**config.mk**
```make
export PLATFORM = sky130hd
export DESIGN_NAME = mips_datapath_register_writeback
export DESIGN_NICKNAME = d
export VERILOG_FILES = /design/src/rtl/mips_datapath_register_writeback.sv
export SDC_FILE = /design/constraint.sdc
export NUM_CORES = 1
export LEC_CHECK = 0
export BUFFER_PORTS_ARGS = -buffer_cell sky130_fd_sc_hd__buf_2
export CORE_ASPECT_RATIO = 1.5
export CORE_UTILIZATION = 55
export CTS_CLUSTER_DIAMETER = 40
export DETAILED_ROUTE_END_ITERATION = 10
export GPL_TIMING_DRIVEN = 0
export PLACE_DENSITY = 0.85
export REMOVE_ABC_BUFFERS = 1
export SLEW_MARGIN = 40
export SYNTH_ARGS = -nofsm -noshare
export SYNTH_HDL_FRONTEND = slang
export SYNTH_SLANG_ARGS = --single-unit
```
**constraint.sdc**
```tcl
create_clock -name ctrl -period 7.49 [get_ports ctrl]
set_clock_uncertainty 0.15 [all_clocks]
set_input_delay 0 -clock ctrl [delete_from_list [all_inputs] [get_ports ctrl]]
set_output_delay 0 -clock ctrl [all_outputs]
set_load 0.02 [all_outputs]
```
**src/rtl/mips_datapath_register_writeback.sv**
```systemverilog
// Register-file write side: in-order result queue drained into the write port,
// plus a per-register pending-result scoreboard with busy and forwarding lookup.
package mips_datapath_register_writeback_pkg;
  typedef struct packed {
    logic clk;
    logic rst_n;
  } Data_Control_Control_T;
endpackage

module mips_datapath_register_writeback
  import mips_datapath_register_writeback_pkg::*;
#(
  parameter int unsigned DEPTH = 2,
  parameter int unsigned CNT_W = 2
) (
  input  Data_Control_Control_T ctrl,
  input  logic                  markValid,
  input  logic [4:0]            markAddr,
  output logic                  markReady,
  input  logic                  resValid,
  input  logic [4:0]            resAddr,
  input  logic [31:0]           resData,
  output logic                  resReady,
  input  logic                  wrHold,
  output logic                  wrEnable,
  output logic [4:0]            wrAddr,
  output logic [31:0]           wrData,
  input  logic [4:0]            rd1Addr,
  input  logic [4:0]            rd2Addr,
  output logic                  busy1,
  output logic                  busy2,
  output logic                  fwd1Valid,
  output logic [31:0]           fwd1Data,
  output logic                  fwd2Valid,
  output logic [31:0]           fwd2Data
);

  localparam int unsigned OCC_W = $clog2(DEPTH + 1);

  logic clk;
  logic rst_n;
  assign clk   = ctrl.clk;
  assign rst_n = ctrl.rst_n;

  logic [CNT_W-1:0] cnt_q   [32];
  logic [CNT_W-1:0] cnt_d   [32];
  logic [4:0]       qaddr_q [DEPTH];
  logic [4:0]       qaddr_d [DEPTH];
  logic [31:0]      qdata_q [DEPTH];
  logic [31:0]      qdata_d [DEPTH];
  logic [OCC_W-1:0] occ_q, occ_d;
  logic [OCC_W-1:0] push_idx;
  logic             wr_en_q;
  logic [4:0]       wr_addr_q;
  logic [31:0]      wr_data_q;

  logic mark_fire;
  logic res_push;
  logic pop;

  assign markReady = (cnt_q[markAddr] != '1) || (markAddr == 5'd0);
  assign resReady  = (occ_q != OCC_W'(DEPTH));
  assign mark_fire = markValid && markReady && (markAddr != 5'd0);
  assign res_push  = resValid && resReady && (resAddr != 5'd0);
  assign pop       = (occ_q != '0) && !wrHold;
  assign push_idx  = pop ? occ_q - 1'b1 : occ_q;

  assign busy1 = (rd1Addr != 5'd0) && (cnt_q[rd1Addr] != '0);
  assign busy2 = (rd2Addr != 5'd0) && (cnt_q[rd2Addr] != '0);

  assign wrEnable = wr_en_q;
  assign wrAddr   = wr_addr_q;
  assign wrData   = wr_data_q;

  // Mark and accept to the same register cancel; accept on an empty count is absorbed.
  always_comb begin
    for (int unsigned r = 0; r < 32; r++) begin
      cnt_d[r] = cnt_q[r];
      if (mark_fire && markAddr == 5'(r) && !(res_push && resAddr == 5'(r)))
        cnt_d[r] = cnt_q[r] + 1'b1;
      else if (res_push && resAddr == 5'(r) && !(mark_fire && markAddr == 5'(r))
               && cnt_q[r] != '0)
        cnt_d[r] = cnt_q[r] - 1'b1;
    end
  end

  // Shift queue: slot 0 is the oldest entry, slot occ_q-1 the youngest.
  always_comb begin
    qaddr_d = qaddr_q;
    qdata_d = qdata_q;
    occ_d   = occ_q;
    if (pop) begin
      for (int unsigned i = 0; i + 1 < DEPTH; i++) begin
        qaddr_d[i] = qaddr_q[i+1];
        qdata_d[i] = qdata_q[i+1];
      end
      occ_d = occ_q - 1'b1;
    end
    if (res_push) begin
      for (int unsigned i = 0; i < DEPTH; i++) begin
        if (OCC_W'(i) == push_idx) begin
          qaddr_d[i] = resAddr;
          qdata_d[i] = resData;
        end
      end
      occ_d = occ_d + 1'b1;
    end
  end

  logic [4:0]  rd_addr [2];
  logic        fwd_v   [2];
  logic [31:0] fwd_d   [2];
  assign rd_addr[0] = rd1Addr;
  assign rd_addr[1] = rd2Addr;

  // Lowest priority first so that later (younger) matches override.
  always_comb begin
    for (int unsigned p = 0; p < 2; p++) begin
      fwd_v[p] = 1'b0;
      fwd_d[p] = '0;
      if (rd_addr[p] != 5'd0) begin
        if (wr_en_q && wr_addr_q == rd_addr[p]) begin
          fwd_v[p] = 1'b1;
          fwd_d[p] = wr_data_q;
        end
        for (int unsigned i = 0; i < DEPTH; i++) begin
          if (OCC_W'(i) < occ_q && qaddr_q[i] == rd_addr[p]) begin
            fwd_v[p] = 1'b1;
            fwd_d[p] = qdata_q[i];
          end
        end
      end
    end
  end

  assign fwd1Valid = fwd_v[0];
  assign fwd1Data  = fwd_d[0];
  assign fwd2Valid = fwd_v[1];
  assign fwd2Data  = fwd_d[1];

  always_ff @(posedge clk or negedge rst_n) begin
    if (!rst_n) begin
      for (int unsigned r = 0; r < 32; r++) cnt_q[r] <= '0;
      for (int unsigned i = 0; i < DEPTH; i++) begin
        qaddr_q[i] <= '0;
        qdata_q[i] <= '0;
      end
      occ_q     <= '0;
      wr_en_q   <= 1'b0;
      wr_addr_q <= '0;
      wr_data_q <= '0;
    end else begin
      cnt_q   <= cnt_d;
      qaddr_q <= qaddr_d;
      qdata_q <= qdata_d;
      occ_q   <= occ_d;
      wr_en_q <= pop;
      if (pop) begin
        wr_addr_q <= qaddr_q[0];
        wr_data_q <= qdata_q[0];
      end
    end
  end

endmodule

```
==> results.py, run 1 <==
metrics = {
    "timing": {
        "final_max_slew_viol_count": 0,
        "hold_viol_final": 176,
        "finalCritPeriodShare": 0.4249,
        "setup_viol": 0,
        "worst_slew_pin_slew_ns": 0.7323,
        "tns_ns": 0,
        "period_needed_ns": 3.183,
        "hold_ws_ns": -0.4874,
        "rsz0062_at_grt": "no",
        "slew_headroom": 0.5048,
        "timing.fmax_ghz": 0.3142,
    },
    "pwr": {
        "p_leak_nw": 6.703,
        "ir_drop_uv": 206.7,
        "powerDensity_nw_per_um2": 399.1,
        "finalPower_w": 0.005749,
    },
    "synth": {
        "syn_area_um2": 11590,
        "synth_commonest_cells": "dfrtp_1, nor2_1, mux2i_1, mux2_2, a21oi_1",
        "yosysTopAreaCellShare": 0.3800,
        "ys.flop_type": "dfrtp_1",
        "ys_ff_latch": 176,
        "synth_most_common_cell": "dfrtp_1",
        "synth_largest_area_cell": "dfrtp_1",
        "async_reset_ff_frac": 1.000,
        "synthCells": 1190,
        "seq_area_frac_synth": 0.3800,
        "synth_area_per_cell_um2": 9.739,
        "netlist_top_cells_area": "dfrtp_1, mux2i_1, mux2_2",
        "synth_edf_count": 0,
        "synth_cell_type_count": 62,
        "ys_warn_count": 0,
    },
    "floorplanning": {
        "die_h_um": 179.8,
        "dieWidth_um": 120.5,
        "start_util": 0.5654,
        "io_pins": 165,
        "core.rowCount": 64,
        "core_area_um2": 20500,
        "dieArea_um2": 21670,
    },
    "worst_setup_path": {
        "end_kind": "output pin",
        "worst-path-max-fanout": 32,
        "critPathSlowestCell": "nor4_1",
        "cp_slowest_stage_delay_ns": 0.61,
        "arrival_ns": 3.03,
        "critPathRequiredTime_ns": 7.34,
        "critPathLaunchType": "flop",
        "path_cells": "xor2_1 -> nor4_1 -> nand3_4 -> buf_16 -> a211oi_1 -> buf_2",
        "crit_type": "flop to output pin",
    },
    "global_route": {
        "grt_max_degree": 53,
        "antenna_found_initial": 0,
        "grt_pass1_wl_um": 54580,
        "grt_overflow": 0,
        "grtUsageTotal": 0.3331,
        "grt_pass1_vias": 11140,
    },
    "run_status": {
        "outcome": "finished, violations left",
        "violations": "hold timing",
    },
    "final_layout": {
        "drive_gt1_frac": 0.2708,
        "layout.nets": 1430,
        "instances_no_fill": 1660,
        "antenna_cells": 0,
        "final_area_um2": 14400,
        "area_growth_syn_to_layout_pct": 24.28,
    },
    "routing": {
        "drt_first_pass_iters": 6,
        "routed_wl_um": 34360,
        "drc": 0,
        "vias": 10690,
        "vias_per_cell": 6.439,
        "wl_per_cell_um": 20.70,
        "ant_nets": 0,
        "drtIter0Drc": 999,
    },
    "placed_design": {
        "place_congestion": 0.9117,
        "dp_hpwl_um": 21750,
        "port_buffers": 163,
        "dp_cells": 1555,
        "placed_area_um2": 12730,
    },
    "job": {
        "maxCapViolCount": 0,
    },
    "cts": {
        "clock_latency_ns": 0.45,
        "ctsResizeCount": 0,
        "cts_tree": "yes",
        "path_clk_slew_ns": 0.08,
    },
    "worst_hold_path": {
        "worstHoldPathType": "clock port to asynchronous set/reset pin",
    },
}
[power by group]
part	switching [W]	total, W	internal (W)
combinational	0.00111	0.00205	0.000943
sequential	0.000500	0.00167	0.00117
clock	0.000936	0.00203	0.00110
[timing repair]
item	in CTS	in global routing
buffers inserted	0	0
endpoints found under the hold margin	83	0
hold buffers	41	0
[worst paths after layout]
check	to	slack, ns	from	cells after the start
max in group asynchronous	cnt_q[45]	7.54	ctrl[0]	2
setup reg to reg	qdata_q[0]	4.63	occ_q[0]	8
hold / removal	qdata_q[46]	-0.49	ctrl[0]	2
hold reg to reg	cnt_q[10]	0.38	cnt_q[10]	1
setup / recovery	fwd2Data[15]	4.31	qaddr_q[4]	6
min in group ctrl	cnt_q[53]	0.02	markValid	4
[state kept, by name, indices dropped and copies added (netlist names)]
name and cells:
qdata_q 64, cnt_q 62, qaddr_q 10, wrEnable 1, wrAddr 5, occ_q 2, wrData 32
[final cells by class]
type                    count  area [µm²]
clock buffers              41       937.1
clock inverters            23       329.1
flip-flops and latches    176        4404
inverters                  25       93.84
repair buffers            219        1479
multi-input cells         912        6830
fillers                  1447        6096
well taps                 264       330.3
[cells in the final DEF (no fill, tap or decap), types with 41 or more instances in the layout]
cell / instances
a21oi_1: 74
dfrtp_1: 176
mux2i_1: 112
buf_2: 163
nand2_1: 70
xnor2_1: 43
mux2_2: 86
dlygate4sd3_1: 41
nor2_1: 134
a211oi_1: 64
[metal layers]
layer | global-route usage | part of all wire | routed length [µm]
met1 | 0.3525 | 0.37 | 12560
met2 | 0.5379 | 0.51 | 17370
met5 | 0 | 0 | 0
met4 | 0.2341 | 0.041 | 1412
met3 | 0.1301 | 0.088 | 3010
[through the flow]
| stage | setup WS [ns] | util |
|---|---|---|
| after floorplan | 0.2132 | - |
| after global routing | 4.182 | 0.7026 |
| after detailed placement | 4.625 | 0.6209 |
| after global placement | -2.556 | 0.6042 |
| final | 4.307 | 0.7026 |
| after CTS | 4.358 | 0.7026 |
[cell families after synthesis]
kind of cell,Yosys count,synth area share
simple gates,357,0.1467
compound gates,262,0.1521
mux,225,0.2298
flops,176,0.3800
buf+inv,102,0.03832
xor+xnor,63,0.04761
fa+ha+maj,5,0.005398
[worst max-delay path, delay by kind of cell, from the launching register on]
family	cells	cell delay [ns]
xor gates and xnor gates	1	0.19
AOI/OAI and AO/OA	1	0.29
buffers and inverters	2	0.57
DFF	1	0.43
and+or+nand+nor	2	1.10
Note: power is estimated with default switching activity, not from simulation.
==> run 2: changes to the inputs <==
Clock period 7.49 ns to 3.3 ns, I/O delays scaled along.
==> run 2 against run 1 <==
Largest power group unchanged. The flow still finishes with violations (hold timing). Largest cell class unchanged. Cell count unchanged. Die area stayed put. First-iteration DRC count fell by 2.6%. Utilization about the same.
==> results.py, run 2 (synthesis results as in run 1) <==
metrics = {
    "run_status": {
        "outcome": "finished, violations left",
        "violations": "hold timing",
    },
    "pwr": {
        "finalPower_w": 0.01305,
        "power.switching_w": 0.005779,
        "ir_drop_uv": 468.9,
        "clock_power_share": 0.354,
        "switching_share": 0.4427,
        "p_comb_frac": 0.357,
        "p_leak_nw": 6.703,
        "p_seq_frac": 0.290,
        "p_int_w": 0.007276,
        "powerDensity_nw_per_um2": 905.9,
    },
    "routing": {
        "drtIter0Drc": 973,
        "vias_per_cell": 6.468,
        "routed_wl_um": 34480,
        "wl_per_cell_um": 20.77,
        "drc": 0,
        "drt_first_pass_iters": 6,
        "ant_nets": 0,
        "vias": 10740,
    },
    "timing": {
        "finalCritPeriodShare": 0.9645,
        "rsz0062_at_grt": "no",
        "hold_ws_ns": -0.4901,
        "period_needed_ns": 3.183,
        "setup_viol": 0,
        "layout_setup_ws_ns": 0.1170,
        "worst_slew_pin_slew_ns": 0.7288,
        "hold_viol_final": 176,
        "timing.fmax_ghz": 0.3142,
        "final_max_slew_viol_count": 0,
        "slew_headroom": 0.5071,
    },
    "job": {
        "maxCapViolCount": 0,
    },
    "placed_design": {
        "placed_area_um2": 12730,
        "dp_hpwl_um": 21750,
        "port_buffers": 163,
        "detailedPlace.worstSlack_ns": 0.4345,
        "place_congestion": 0.9117,
    },
    "final_layout": {
        "final_area_um2": 14410,
        "drive_gt1_frac": 0.2715,
        "largest_register": "qdata_q",
        "layout_common_cells": "dfrtp_1, buf_2, nor2_1",
        "area_growth_syn_to_layout_pct": 24.33,
        "layout.nets": 1430,
        "layout_commonest_cell": "dfrtp_1",
        "antenna_cells": 0,
        "largest_reg_flops": 64,
    },
    "global_route": {
        "grt_max_degree": 53,
        "grt_overflow": 0,
        "grt_pass1_wl_um": 54480,
        "grt_pass1_vias": 11140,
        "grtUsageTotal": 0.3323,
        "antenna_found_initial": 0,
    },
    "cts": {
        "cts_tree": "yes",
        "path_clk_slew_ns": 0.08,
        "clock_latency_ns": 0.45,
        "cts_setup_buffers": 0,
    },
    "floorplanning": {
        "core.rowCount": 64,
        "io_pins": 165,
        "dieWidth_um": 120.5,
        "dieArea_um2": 21670,
        "core_area_um2": 20500,
        "start_util": 0.5654,
        "die_h_um": 179.8,
    },
    "worst_setup_path": {
        "worst-path-max-fanout": 32,
        "crit_type": "flop to output pin",
        "critPathLaunchType": "flop",
        "critPathRequiredTime_ns": 3.15,
        "arrival_ns": 3.03,
        "end_kind": "output pin",
    },
    "worst_hold_path": {
        "worstHoldPathType": "clock port to asynchronous set/reset pin",
    },
}
-- run 2: cell types whose count changed in the layout (fill, tap and decap cells not counted) --
cell	delta
nor4_2	+1
nor4_1	-1
-- run 2: what timing repair did --
action / CTS / global route
gates resized for setup: 0 / 1
endpoints found under the hold margin: 83 / 0
setup endpoints to repair: 0 / 3
hold buffers: 41 / 0
-- run 2: critical path, stage by stage, from the launching register on --
cell and delay, ns:
dfrtp_1 0.45, xor2_1 0.17, nor4_1 0.57, nand3_4 0.50
buf_12 0.35, a211oi_1 0.29, buf_2 0.23
-- run 2: final cells by class --
cell class                 instances  area (µm²)
timing repair buffer             219        1479
fill                            1448        6090
inverter                          25       93.84
tap                              264       330.3
sequential                       176        4404
multi-input combinational        912        6837
clock buffer                      41       937.1
clock inverter                    23       329.1
-- run 2: path summary, 6_finish.rpt --
kind / start / end / slack [ns] / depth (start not counted)
hold reg to reg: cnt_q[10] / cnt_q[10] / 0.37 / 1
hold / removal: ctrl[0] / qdata_q[46] / -0.49 / 2
setup reg to reg: occ_q[0] / qdata_q[0] / 0.43 / 8
setup / recovery: qaddr_q[0] / fwd1Data[6] / 0.12 / 6
min in group ctrl: markValid / cnt_q[53] / 0.03 / 4
max in group asynchronous: ctrl[0] / cnt_q[45] / 3.35 / 2
-- run 2: power groups by stage --
stage                     clock (W)  combinational, W  sequential [W]
final                       0.00462           0.00466         0.00378
after global routing        0.00499           0.00500         0.00387
after CTS                   0.00476           0.00460         0.00374
after detailed placement          0           0.00449         0.00377
after global placement            0           0.00427         0.00371
after floorplan                   0           0.00296         0.00378
-- run 2: per-stage QoR --
step / instances / TNS [ns] / utilization / hold slack (ns)
3_5_place_dp: 1555 / 0 / 0.6209 / -0.4456
3_3_place_gp: 1540 / -732.27 / 0.6042 / -0.4456
2_1_floorplan: 1113 / -361.69 / - / -0.4456
6_report: 1660 / 0 / 0.7029 / -0.4901
5_1_grt: 1660 / 0 / 0.7029 / -0.4824
4_1_cts: 1660 / 0 / 0.7026 / -0.4752
-- run 2: metal layers --
metal / track usage / routed length, µm
met1: 0.3506 / 12700
met2: 0.5368 / 17380
met3: 0.1304 / 2999
met4: 0.2351 / 1398
met5: 0 / 0
